**src/rtl/b06_pkg.sv**
```systemverilog
// Shared definitions for the b06 interrupt-handler slice: compare-select codes
// and the counter state encoding.
package b06_pkg;

  // Compare-select codes driven by the b06 FSM on CC_MUX.
  typedef enum logic [1:0] {
    cc_nop   = 2'b00,
    cc_enin  = 2'b01,
    cc_intr  = 2'b10,
    cc_ackin = 2'b11
  } cc_mux_t;

  // Terminal-count counter states.
  typedef enum logic [1:0] {
    IDLE = 2'b00,
    RUN  = 2'b01,
    DONE = 2'b10
  } cnt_state_t;

endpackage

```
**src/rtl/b06_count_cmp_if.sv**
```systemverilog
// Signal bundle between the b06 FSM (master) and the count/compare block (slave).
interface b06_count_cmp_if #(
  parameter int REQ_W = 4,
  parameter int CNT_W = 4
);

  logic [REQ_W-1:0] REQ;
  logic [REQ_W-1:0] REF_ENIN;
  logic [REQ_W-1:0] REF_INTR;
  logic [REQ_W-1:0] REF_ACKIN;
  logic [1:0]       CC_MUX;
  logic             ENABLE_COUNT;
  logic             ACKOUT;
  logic             EQL;
  logic             CONT_EQL;
  logic [CNT_W-1:0] COUNT;
  logic             ERR;

  modport master (
    output REQ, REF_ENIN, REF_INTR, REF_ACKIN, CC_MUX, ENABLE_COUNT, ACKOUT,
    input  EQL, CONT_EQL, COUNT, ERR
  );

  modport slave (
    input  REQ, REF_ENIN, REF_INTR, REF_ACKIN, CC_MUX, ENABLE_COUNT, ACKOUT,
    output EQL, CONT_EQL, COUNT, ERR
  );

endinterface

```
**src/rtl/b06_sync2.sv**
```systemverilog
// Two-flop synchroniser with synchronous active-high reset.
module b06_sync2 #(
  parameter int W = 4
) (
  input  logic         clock,
  input  logic         reset,
  input  logic [W-1:0] d,
  output logic [W-1:0] q
);

  logic [W-1:0] s1;
  logic [W-1:0] s2;

  // Two register stages to resolve metastability on the asynchronous input.
  always_ff @(posedge clock) begin
    if (reset) begin
      s1 <= '0;
      s2 <= '0;
    end else begin
      s1 <= d;
      s2 <= s1;
    end
  end

  assign q = s2;

endmodule

```
**src/rtl/b06_count_cmp.sv**
```systemverilog
// Upstream companion of the b06 interrupt-handler FSM: produces EQL (synchronised
// request vs selected reference code) and CONT_EQL (gated counter at terminal
// count), and flags ENABLE_COUNT/ACKOUT disagreement on a sticky ERR.
module b06_count_cmp
  import b06_pkg::*;
#(
  parameter int REQ_W = 4,
  parameter int CNT_W = 4,
  parameter int TERM  = 9
) (
  input logic            clock,
  input logic            reset,
  b06_count_cmp_if.slave bus
);

  localparam logic [CNT_W-1:0] TERM_C = CNT_W'(TERM);
  localparam logic [CNT_W-1:0] ONE_C  = CNT_W'(1);

  if (TERM < 1 || TERM > (2**CNT_W) - 1) begin : g_bad_term
    $error("b06_count_cmp: TERM must lie in 1..2**CNT_W-1");
  end

  logic [REQ_W-1:0] req_s2;
  logic [REQ_W-1:0] ref_sel;
  logic             ref_valid;
  logic             eql;

  cnt_state_t       state;
  cnt_state_t       state_nx;
  logic [CNT_W-1:0] count;
  logic [CNT_W-1:0] count_nx;
  logic [CNT_W-1:0] count_inc;
  logic             cont_eql;
  logic             err;

  b06_sync2 #(.W(REQ_W)) u_sync (
    .clock (clock),
    .reset (reset),
    .d     (bus.REQ),
    .q     (req_s2)
  );

  // Reference code selected by the FSM's compare-select.
  always_comb begin
    ref_sel   = '0;
    ref_valid = 1'b0;
    case (cc_mux_t'(bus.CC_MUX))
      cc_enin:  begin ref_sel = bus.REF_ENIN;  ref_valid = 1'b1; end
      cc_intr:  begin ref_sel = bus.REF_INTR;  ref_valid = 1'b1; end
      cc_ackin: begin ref_sel = bus.REF_ACKIN; ref_valid = 1'b1; end
      default:  begin ref_sel = '0;            ref_valid = 1'b0; end
    endcase
  end

  // Registered compare of the synchronised request against the selected code.
  always_ff @(posedge clock) begin
    if (reset) eql <= 1'b0;
    else       eql <= ref_valid && (req_s2 == ref_sel);
  end

  assign count_inc = count + ONE_C;

  // Counter next-state and next-count; counts only while ENABLE_COUNT is high
  // and holds at TERM until ACKOUT clears it.
  always_comb begin
    state_nx = state;
    count_nx = count;
    case (state)
      IDLE: begin
        count_nx = '0;
        if (bus.ENABLE_COUNT) begin
          count_nx = ONE_C;
          state_nx = (TERM_C == ONE_C) ? DONE : RUN;
        end
      end
      RUN: begin
        if (bus.ENABLE_COUNT) begin
          count_nx = count_inc;
          if (count_inc == TERM_C) state_nx = DONE;
        end
      end
      DONE: begin
        if (bus.ACKOUT) begin
          count_nx = '0;
          state_nx = IDLE;
        end
      end
      default: begin
        count_nx = '0;
        state_nx = IDLE;
      end
    endcase
  end

  // Counter state, count and terminal-count flag registers.
  always_ff @(posedge clock) begin
    if (reset) begin
      state    <= IDLE;
      count    <= '0;
      cont_eql <= 1'b0;
    end else begin
      state    <= state_nx;
      count    <= count_nx;
      cont_eql <= (state_nx == DONE);
    end
  end

  // Sticky protocol-violation flag: the FSM must keep ENABLE_COUNT == ACKOUT.
  always_ff @(posedge clock) begin
    if (reset) err <= 1'b0;
    else       err <= err | (bus.ENABLE_COUNT != bus.ACKOUT);
  end

  assign bus.EQL      = eql;
  assign bus.CONT_EQL = cont_eql;
  assign bus.COUNT    = count;
  assign bus.ERR      = err;

  a_count_le_term : assert property (@(posedge clock) disable iff (reset)
    count <= TERM_C);
  a_cont_at_term : assert property (@(posedge clock) disable iff (reset)
    cont_eql |-> (count == TERM_C));
  a_nop_clears_eql : assert property (@(posedge clock) disable iff (reset)
    (bus.CC_MUX == cc_nop) |=> !eql);

endmodule

```
**src/flat_wrapper.sv**
```systemverilog
// flat-port wrapper written by rule: the top's interface ports become plain ports
module b06_count_cmp_flat import b06_pkg::*;
#(
  parameter int REQ_W = 4,
  parameter int CNT_W = 4,
  parameter int TERM  = 9
)
  (clock, reset, bus_REQ, bus_REF_ENIN, bus_REF_INTR, bus_REF_ACKIN, bus_CC_MUX, bus_ENABLE_COUNT, bus_ACKOUT, bus_EQL, bus_CONT_EQL, bus_COUNT, bus_ERR);
  b06_count_cmp_if #(.REQ_W(REQ_W), .CNT_W(CNT_W)) bus_i ();
  input logic clock;
  input logic reset;
  input wire logic [$bits(bus_i.REQ)-1:0] bus_REQ;
  input wire logic [$bits(bus_i.REF_ENIN)-1:0] bus_REF_ENIN;
  input wire logic [$bits(bus_i.REF_INTR)-1:0] bus_REF_INTR;
  input wire logic [$bits(bus_i.REF_ACKIN)-1:0] bus_REF_ACKIN;
  input wire logic [$bits(bus_i.CC_MUX)-1:0] bus_CC_MUX;
  input wire logic [$bits(bus_i.ENABLE_COUNT)-1:0] bus_ENABLE_COUNT;
  input wire logic [$bits(bus_i.ACKOUT)-1:0] bus_ACKOUT;
  output wire logic [$bits(bus_i.EQL)-1:0] bus_EQL;
  output wire logic [$bits(bus_i.CONT_EQL)-1:0] bus_CONT_EQL;
  output wire logic [$bits(bus_i.COUNT)-1:0] bus_COUNT;
  output wire logic [$bits(bus_i.ERR)-1:0] bus_ERR;
  assign bus_i.REQ = bus_REQ;
  assign bus_i.REF_ENIN = bus_REF_ENIN;
  assign bus_i.REF_INTR = bus_REF_INTR;
  assign bus_i.REF_ACKIN = bus_REF_ACKIN;
  assign bus_i.CC_MUX = bus_CC_MUX;
  assign bus_i.ENABLE_COUNT = bus_ENABLE_COUNT;
  assign bus_i.ACKOUT = bus_ACKOUT;
  assign bus_EQL = bus_i.EQL;
  assign bus_CONT_EQL = bus_i.CONT_EQL;
  assign bus_COUNT = bus_i.COUNT;
  assign bus_ERR = bus_i.ERR;
  b06_count_cmp #(.REQ_W(REQ_W), .CNT_W(CNT_W), .TERM(TERM)) u_core (.clock(clock), .reset(reset), .bus(bus_i));
endmodule
```
**config.mk**
```make
export PLATFORM = sky130hd
export DESIGN_NAME = b06_count_cmp_flat
export DESIGN_NICKNAME = d
export VERILOG_FILES = /design/src/rtl/b06_pkg.sv /design/src/rtl/b06_count_cmp_if.sv /design/src/rtl/b06_sync2.sv /design/src/rtl/b06_count_cmp.sv /design/src/flat_wrapper.sv
export SDC_FILE = /design/constraint.sdc
export NUM_CORES = 1
export LEC_CHECK = 0
export CAP_MARGIN = 20
export CORE_MARGIN = 1
export CORE_UTILIZATION = 43
export CTS_CLUSTER_SIZE = 24
export DETAILED_ROUTE_END_ITERATION = 10
export PLACE_DENSITY = 0.78
export SETUP_SLACK_MARGIN = 0.05
export SYNTH_ARGS = -nofsm -noshare
export SYNTH_HDL_FRONTEND = slang
export SYNTH_SLANG_ARGS = --single-unit
```
**constraint.sdc**
```tcl
create_clock -name clock -period 2.2 [get_ports clock]
set_clock_uncertainty 0.15 [all_clocks]
set_input_delay 0.55 -clock clock [delete_from_list [all_inputs] [get_ports clock]]
set_output_delay 0.55 -clock clock [all_outputs]
set_load 0.1 [all_outputs]
```
* Yosys cells after proc, flatten, opt, wreduce, memory -nomap -nowiden
Cells that the tools add are included.
Operators by class: bitwise logic cells 1, muxes and demuxes 11, reduce and logical (&&, ||, !) cells 4, equality and inequality tests 11, add/sub/neg operators 1
Operator list (count):
- $pmux W4 S3 | 2
- $eq A2 B2 Y1 const B | 4
- $mux W2 | 4
- $mux W4 | 2
- $pmux W2 S3 | 1
- $add A4 B1 Y4 const B | 1
- $eq A2 B1 Y1 const B | 2
- $eq A4 B4 Y1 | 1
- $eq A4 B4 Y1 const B | 1
- $ne A2 B2 Y1 const B | 2
- $reduce_or A3 Y1 | 1
- $logic_not A2 Y1 | 1
- $mux W1 | 2
- $reduce_and A2 Y1 | 1
- $logic_and A1 B1 Y1 | 1
- $ne A1 B1 Y1 | 1
- $or A1 B1 Y1 | 1
Word-level totals: input bits 22, output and inout port bits 7, bits in registers 17, word-level logic and storage cells 35

* Depth between registers and ports, before layout
Gate-level depths: netlist (run 1).
depth in word-level cells 6, mapped depth 5, mapped depth without buffers 5

* Modules after synthesis
A second synthesis (run 1) with hierarchy kept.
Second synthesis, totals: cell total of the unflattened synthesis 81, area, all modules 772.0 sq um
By module, submodules not included:
- b06_count_cmp | cells each 65, seq. area each 180.2 sq um, times used 1, area an instance 561.8 sq um
- b06_sync2 | cells each 16, seq. area each 160.2 sq um, times used 1, area an instance 210.2 sq um

* Least setup slack after synthesis (run 1)
No wires, ideal clock.
kind reg-to-reg, from register u_core.count[0], in the netlist u_core.bus.COUNT[0], to register u_core.state[0], library setup time 0.103 ns, required time 1.947 ns, buffers on the path 0, stages on the path, launching flop included 6, period minus slack after synthesis 2.295 ns, setup slack -0.095 ns, data arrival time 2.042 ns, cell sequence dfxtp_1 inv_1 ha_1 nor4bb_1 a41o_1 a2111oi_2
Between the ends: longest elaborated chain between the ends 5
RTL lines:
- from (decl) | line b06_count_cmp.sv:30 | logic [CNT_W-1:0] count;
- from (signal assigned) | line b06_count_cmp.sv:103 | count <= count_nx;
- $add A4 B1 Y4 | line b06_count_cmp.sv:61 | assign count_inc = count + ONE_C;
- $eq A4 B4 Y1 | line b06_count_cmp.sv:79 | if (count_inc == TERM_C) state_nx = DONE;
- $mux W2 | line b06_count_cmp.sv:79
- $mux W2 | line b06_count_cmp.sv:77 | if (bus.ENABLE_COUNT) begin
- $pmux W2 S3 | line b06_count_cmp.sv:68 | case (state)
- to (signal assigned) | line b06_count_cmp.sv:102 | state <= state_nx;
- to (decl) | line b06_count_cmp.sv:28 | cnt_state_t state;
No other way between the ends. A chain may end at the register's enable or synchronous reset.

* Worst setup path after layout (run 1)
from input bus_ENABLE_COUNT, to register u_core.state[1]
Between the ends: longest elaborated chain between the ends 2, elaborated cells between the ends (all ways) 3, classes of those cells mux (3)
RTL lines:
- from (decl) | line flat_wrapper.sv:17 | input wire logic [$bits(bus_i.ENABLE_COUNT)-1:0] bus_ENABLE_COUNT;
- $mux W2, on equally long branches | line b06_count_cmp.sv:77, b06_count_cmp.sv:71
- $pmux W2 S3 (*) | line b06_count_cmp.sv:68
Mark *: on every way between the ends. The rest lies on a longest branch, timed or not.

==> impl_metrics.py, run 1 <==
metrics = {
    "floorplan": {
        "die_y_um": 45.1,
        "die_w_um": 45.1,
        "die_area_um2": 2040,
        "start_util_pct": 46.3,
        "core-area_um2": 1730,
        "rows": 15,
        "ios": 29,
    },
    "setup_path": {
        "startpoint": "bus_ENABLE_COUNT",
        "endpoint_kind": "flip-flop",
        "reg2reg_slack_ns": 0.51,
        "critical_path_depth": 5,
        "critPathBufInv": 1,
        "cp-endpoint": "u_core.state[1]",
        "cp_slowest_stage_delay_ns": 0.47,
        "cp.required_ns": 2.24,
        "cp_cell_sequence": "clkdlybuf4s50_1 -> and3b_1 -> and3_1 -> nand3_1 -> a221oi_1",
        "r2r_start": "u_core.bus.COUNT[0]",
        "worstReg2RegEnd": "u_core.state[1]",
        "critPathSlowestCell": "clkdlybuf4s50_1",
        "crit_family": "simple AND/OR/NAND/NOR gates",
        "cp_max_fo": 6,
        "rr_worst_depth": 4,
        "worstSetupPathType": "in2reg",
        "start_kind": "input port",
        "arrival_ns": 1.82,
    },
    "cells_and_area": {
        "syn_to_final_growth_pct": 46.6,
        "multi_input_area_um2": 429,
        "insertedDiodeCount": 0,
        "fillCellCount": 160,
        "final_area_um2": 1170,
        "seq_area_um2": 343,
        "drive_gt1_share_pct": 13.0,
        "fin_nets": 140,
    },
    "clock_tree": {
        "cts_resized": 0,
        "clock_latency_ns": 0.28,
        "holdBufCountCts": 0,
        "clock-sinks": 17,
        "cts.path.max_buffers": 2,
        "cts_inserted_buffers": 3,
        "cts_tree": "done",
        "cts_setup_buffers": 0,
        "cts.reportedPaths.clkPinSlew_ns": 0.09,
        "cts_root_buffer": "clkbuf_4",
        "h-tree-depth": 1,
    },
    "yosys": {
        "synth_area_leader_cell": "dfxtp_1",
        "ys_types": 28,
        "synth-warning-count": 0,
        "synth_most_common_cell": "dfxtp_1",
        "synth.top_cells.by_count": "17 x dfxtp_1, 9 x nor2b_1, 8 x xor2_1, 7 x nor2_1",
        "syn-cell-area_um2": 800,
        "syn_nets": 108,
        "syn_area_per_cell_um2": 9.52,
        "async_flop_share_pct": 0,
        "postSynthCellCount": 84,
        "synth_top_flop_cell": "dfxtp_1",
        "synth_top_area_share_pct": 42.6,
        "synth_seq_cells": 17,
        "ys_seq_area_share_pct": 42.6,
        "synth_edf_count": 0,
        "netlist_top_cells_area": "dfxtp_1 43%, xor2_1 8.8%, nor2b_1 7.0%, mux2i_1 5.0%, nor2_1 3.3%",
    },
    "place": {
        "dp_hpwl_mm": 1.27,
        "placement.io_buffers": 28,
        "place_area_um2": 1150,
        "gp_congestion": 0.867,
    },
    "outcome": {
        "status": "finished clean",
    },
    "detailed_routing": {
        "dr_total_vias": 710,
        "drt-vias-per-instance": 5.07,
        "detail_route.first_pass.iterations": 4,
        "drt_wl_total_mm": 1.58,
        "drtIter0Drc": 8,
        "post-route-drc-count": 0,
        "drtAntennaViolNets": 0,
        "wl_per_cell_um": 11.3,
    },
    "grt": {
        "grt_use_total_pct": 17.4,
        "grt_pass1_vias": 591,
        "antenna_found_initial": 0,
        "gr-total-overflow": 0,
        "grt_pass1_wl_mm": 2.42,
        "grt_max_degree": 13,
    },
    "timing": {
        "drv_slew": 0,
        "fin_crit_sh_pct": 81.1,
        "setup_viol": 0,
        "tightest_slew_ns": 0.431,
        "hold_viol": 0,
        "slew_headroom_pct": 71.2,
        "max_freq_mhz": 561,
        "layout_min_cycle_time_ns": 1.78,
        "rsz0062_at_grt": "false",
        "setup_tns_ns": 0,
    },
    "hold_path": {
        "hp-class": "reg2reg",
    },
    "pwr": {
        "ir_drop_v": 0.000328,
        "powerDensity_nw_per_um2": 524,
        "power_leakage_nw": 0.482,
    },
    "job": {
        "drv_cap": 0,
    },
}
routing by layer:
| layer | global-route usage, % | share of wire (%) | vias up |
|---|---|---|---|
| met3 | 6.00 | 4.8 | 2 |
| li1 | - | - | 361 |
| met1 | 21.3 | 44 | 322 |
| met2 | 26.1 | 50 | 25 |
| met5 | 0 | 0 | - |
| met4 | 10.3 | 0.63 | 0 |
worst reg2reg max path, stage by stage (launching register included):
cell and delay, ns:
dfxtp_2 0.38, ha_1 0.27, nor4bb_1 0.37, a21oi_1 0.15
a221oi_1 0.27
worst min path at each step:
stage,start,end,slack [ns],cells after the start
5_1_grt,u_core.u_sync.s1[1],u_core.u_sync.q[1],0.31,1
3_5_place_dp,u_core.u_sync.s1[1],u_core.u_sync.q[1],0.28,1
3_3_place_gp,u_core.u_sync.s1[1],u_core.u_sync.q[1],0.27,1
6_report,u_core.u_sync.s1[1],u_core.u_sync.q[1],0.30,1
2_1_floorplan,u_core.u_sync.s1[0],u_core.u_sync.q[0],0.26,1
4_1_cts,u_core.u_sync.s1[1],u_core.u_sync.q[1],0.31,1
layout make-up:
cell class                 count  share of cell area [%]
sequential                    17                    29.2
timing repair buffer          30                    28.0
clock buffer                   4                    2.24
tap                           25                    2.67
multi-input combinational     60                    36.6
inverter                       4                    1.28
through the flow:
step / util (%) / worst slack (ns) / hold WS (ns) / instances / power (mW)
6_report: 67.9 / 0.416 / 0.297 / 140 / 0.614
3_5_place_dp: 66.4 / 0.121 / 0.281 / 136 / 0.466
5_1_grt: 67.9 / 0.301 / 0.311 / 140 / 0.646
2_1_floorplan: - / 0.230 / 0.264 / 84 / 0.405
4_1_cts: 67.9 / 0.422 / 0.306 / 140 / 0.624
3_3_place_gp: 66.4 / 0.156 / 0.270 / 136 / 0.463
cells by family after synthesis:
family	Yosys count	share of synthesized area, %
compound gates	15	14.1
xor+xnor	10	11.0
fa+ha+maj	2	3.13
buf+inv	7	3.76
flops	17	42.6
mux	4	5.01
simple gates	29	20.5
where the power goes:
group          total, mW  internal, mW  switching [mW]
clock network      0.156        0.0704          0.0856
registers          0.330         0.320          0.0104
logic              0.128        0.0661          0.0616
placed cells by master, fill, tap and decap left out, drive strengths merged, types with 2 or more instances in the layout:
cell	count
buf	9
nand3	3
clkbuf	4
o21ai	2
ha	2
xor2	8
nor3	2
a221oi	2
nand3b	2
a21oi	4
inv	4
xnor2	2
mux2i	4
a211oi	2
dfxtp	17
nor2	7
clkdlybuf4s50	21
nor2b	9
flip-flops by register name (all words and copies together), names as in the netlist:
name / cells
u_core.bus.COUNT: 4
u_core.u_sync.q: 4
u_core.u_sync.s1: 4
u_core.state: 2
u_core.bus.CONT_EQL: 1
u_core.bus.EQL: 1
u_core.bus.ERR: 1
Note: power is estimated with default switching activity, not from simulation.
==> run 2, diff against run 1 <==
==> constraint.sdc (replaced) <==
create_clock -name clock -period 1.8 [get_ports clock]
set_clock_uncertainty 0.15 [all_clocks]
set_input_delay 0.45 -clock clock [delete_from_list [all_inputs] [get_ports clock]]
set_output_delay 0.45 -clock clock [all_outputs]
set_load 0.1 [all_outputs]
==> impl_metrics.py, run 2 (same netlist as run 1, synthesis figures left out) <==
metrics = {
    "cells_and_area": {
        "fin_nets": 142,
        "fillCellCount": 125,
        "seq_area_um2": 350,
        "syn_to_final_growth_pct": 56.0,
        "insertedDiodeCount": 0,
        "fin_cells": 142,
        "layout_common_cells": "21 x clkdlybuf4s50_1, 13 x dfxtp_1, 9 x nor2b_1, 8 x xor2_1",
        "multi_input_area_um2": 444,
        "final_common_cell": "clkdlybuf4s50_1",
        "drive_gt1_share_pct": 17.1,
    },
    "timing": {
        "slew_headroom_pct": 76.7,
        "drv_slew": 0,
        "tightest_slew_ns": 0.350,
        "hold_viol": 0,
        "layout_min_cycle_time_ns": 1.67,
        "fin_crit_sh_pct": 93.0,
        "setup_ws_ns": 0.125,
        "rsz0062_at_grt": "false",
        "max_freq_mhz": 597,
        "setup_viol": 0,
        "hold_ws_ns": 0.292,
    },
    "clock_tree": {
        "holdBufCountCts": 0,
        "cts_inserted_buffers": 3,
        "clock_latency_ns": 0.28,
        "clock-sinks": 17,
        "cts.path.max_buffers": 2,
        "cts.reportedPaths.clkPinSlew_ns": 0.09,
        "h-tree-depth": 1,
        "cts_setup_buffers": 0,
        "cts_root_buffer": "clkbuf_4",
        "cts_tree": "done",
    },
    "detailed_routing": {
        "post-route-drc-count": 0,
        "detail_route.first_pass.iterations": 6,
        "drt-vias-per-instance": 5.11,
        "dr_total_vias": 725,
        "drtIter0Drc": 13,
        "drt_wl_total_mm": 1.75,
        "drtAntennaViolNets": 0,
        "wl_per_cell_um": 12.3,
    },
    "grt": {
        "grt_pass1_wl_mm": 2.57,
        "gr-total-overflow": 0,
        "grt_pass1_vias": 610,
        "grt_max_degree": 12,
        "antenna_found_initial": 0,
        "grt_use_total_pct": 18.1,
    },
    "setup_path": {
        "start_kind": "input port",
        "cp_cell_sequence": "clkdlybuf4s50_1 -> mux2i_1 -> xor2_1 -> nand3_1 -> o21ai_0",
        "worstSetupPathType": "in2reg",
        "critPathBufInv": 1,
        "cp_max_fo": 5,
        "arrival_ns": 1.74,
        "crit_family": "buffers and inverters",
        "critPathSlowestCell": "clkdlybuf4s50_1",
        "endpoint_kind": "flip-flop",
        "cp_slowest_stage_delay_ns": 0.62,
        "cp.required_ns": 1.87,
    },
    "floorplan": {
        "start_util_pct": 46.3,
        "die_y_um": 45.1,
        "ios": 29,
        "die_w_um": 45.1,
        "die_area_um2": 2040,
        "rows": 15,
        "core-area_um2": 1730,
    },
    "place": {
        "place_ws_ns": -0.170,
        "dp_hpwl_mm": 1.35,
        "placement.io_buffers": 28,
        "gp_congestion": 0.743,
        "place_inst": 138,
    },
    "hold_path": {
        "hp-class": "reg2reg",
    },
    "outcome": {
        "status": "finished clean",
    },
    "pwr": {
        "power_leakage_nw": 0.505,
        "ir_drop_v": 0.000477,
        "powerDensity_nw_per_um2": 617,
    },
    "job": {
        "drv_cap": 0,
    },
}
==> run 2: cell types whose count changed in the layout (fill, tap and decap cells not counted), sizes merged <==
cell and change:
buf +2
==> run 2: path summary, 6_finish.rpt <==
path | start | end | slack (ns) | cells after the start
min reg2reg | u_core.u_sync.s1[2] | u_core.u_sync.q[2] | 0.29 | 1
min | u_core.u_sync.s1[2] | u_core.u_sync.q[2] | 0.29 | 1
max reg2reg | u_core.bus.COUNT[0] | u_core.bus.CONT_EQL | 0.17 | 4
max | bus_CC_MUX[0] | u_core.bus.EQL | 0.13 | 5
==> run 2: stage by stage <==
stage,setup TNS [ns],power (mW),cell area (um2),util [%]
after floorplan,0,0.493,810,-
after global placement,-0.175,0.576,1210,69.9
after detailed placement,-0.479,0.580,1210,69.9
after CTS,0,0.778,1230,71.4
after global routing,0,0.810,1250,72.2
final,0,0.770,1250,72.2
==> run 2: area by class of cell <==
cell class | instances | share of cell area (%)
well taps | 25 | 2.51
flip-flops and latches | 17 | 28.1
clock buffers | 4 | 2.11
multi-input cells | 60 | 35.6
repair buffers | 32 | 30.5
inverters | 4 | 1.20
==> run 2: what timing repair did <==
item	in CTS	in global routing
gates resized for setup	0	2
hold endpoints to repair	0	0
endpoints found under the setup margin	0	2
==> run 2: worst reg2reg max path, delay by kind of cell (launching register included) <==
family          cells  cell delay, ns
compound gates      2            0.40
fa+ha+maj           1            0.29
flops               1            0.39
simple gates        1            0.31
==> run 2: metal layers <==
| metal | GRT usage [%] | wire, um | vias up |
|---|---|---|---|
| met1 | 20.5 | 723 | 341 |
| li1 | - | - | 365 |
| met3 | 6.00 | 74 | 2 |
| met2 | 31.0 | 941 | 17 |
| met5 | 0 | 0 | - |
| met4 | 7.27 | 12 | 0 |
==> run 2: where the power goes <==
group          total [mW]  switching, mW  internal, mW
Clock               0.198          0.112        0.0860
Sequential          0.403         0.0141         0.389
Combinational       0.169         0.0776        0.0915
==> run 3, diff against run 2 <==
--- a/config.mk
+++ b/config.mk
@@ -10,6 +10,7 @@
 export CORE_UTILIZATION = 43
 export CTS_CLUSTER_SIZE = 24
 export DETAILED_ROUTE_END_ITERATION = 10
+export GPL_ROUTABILITY_DRIVEN = 0
 export PLACE_DENSITY = 0.78
 export SETUP_SLACK_MARGIN = 0.05
 export SYNTH_ARGS = -nofsm -noshare
==> results of run 3 <==
The final DEF is identical to that of run 2; final timing and power are the same.
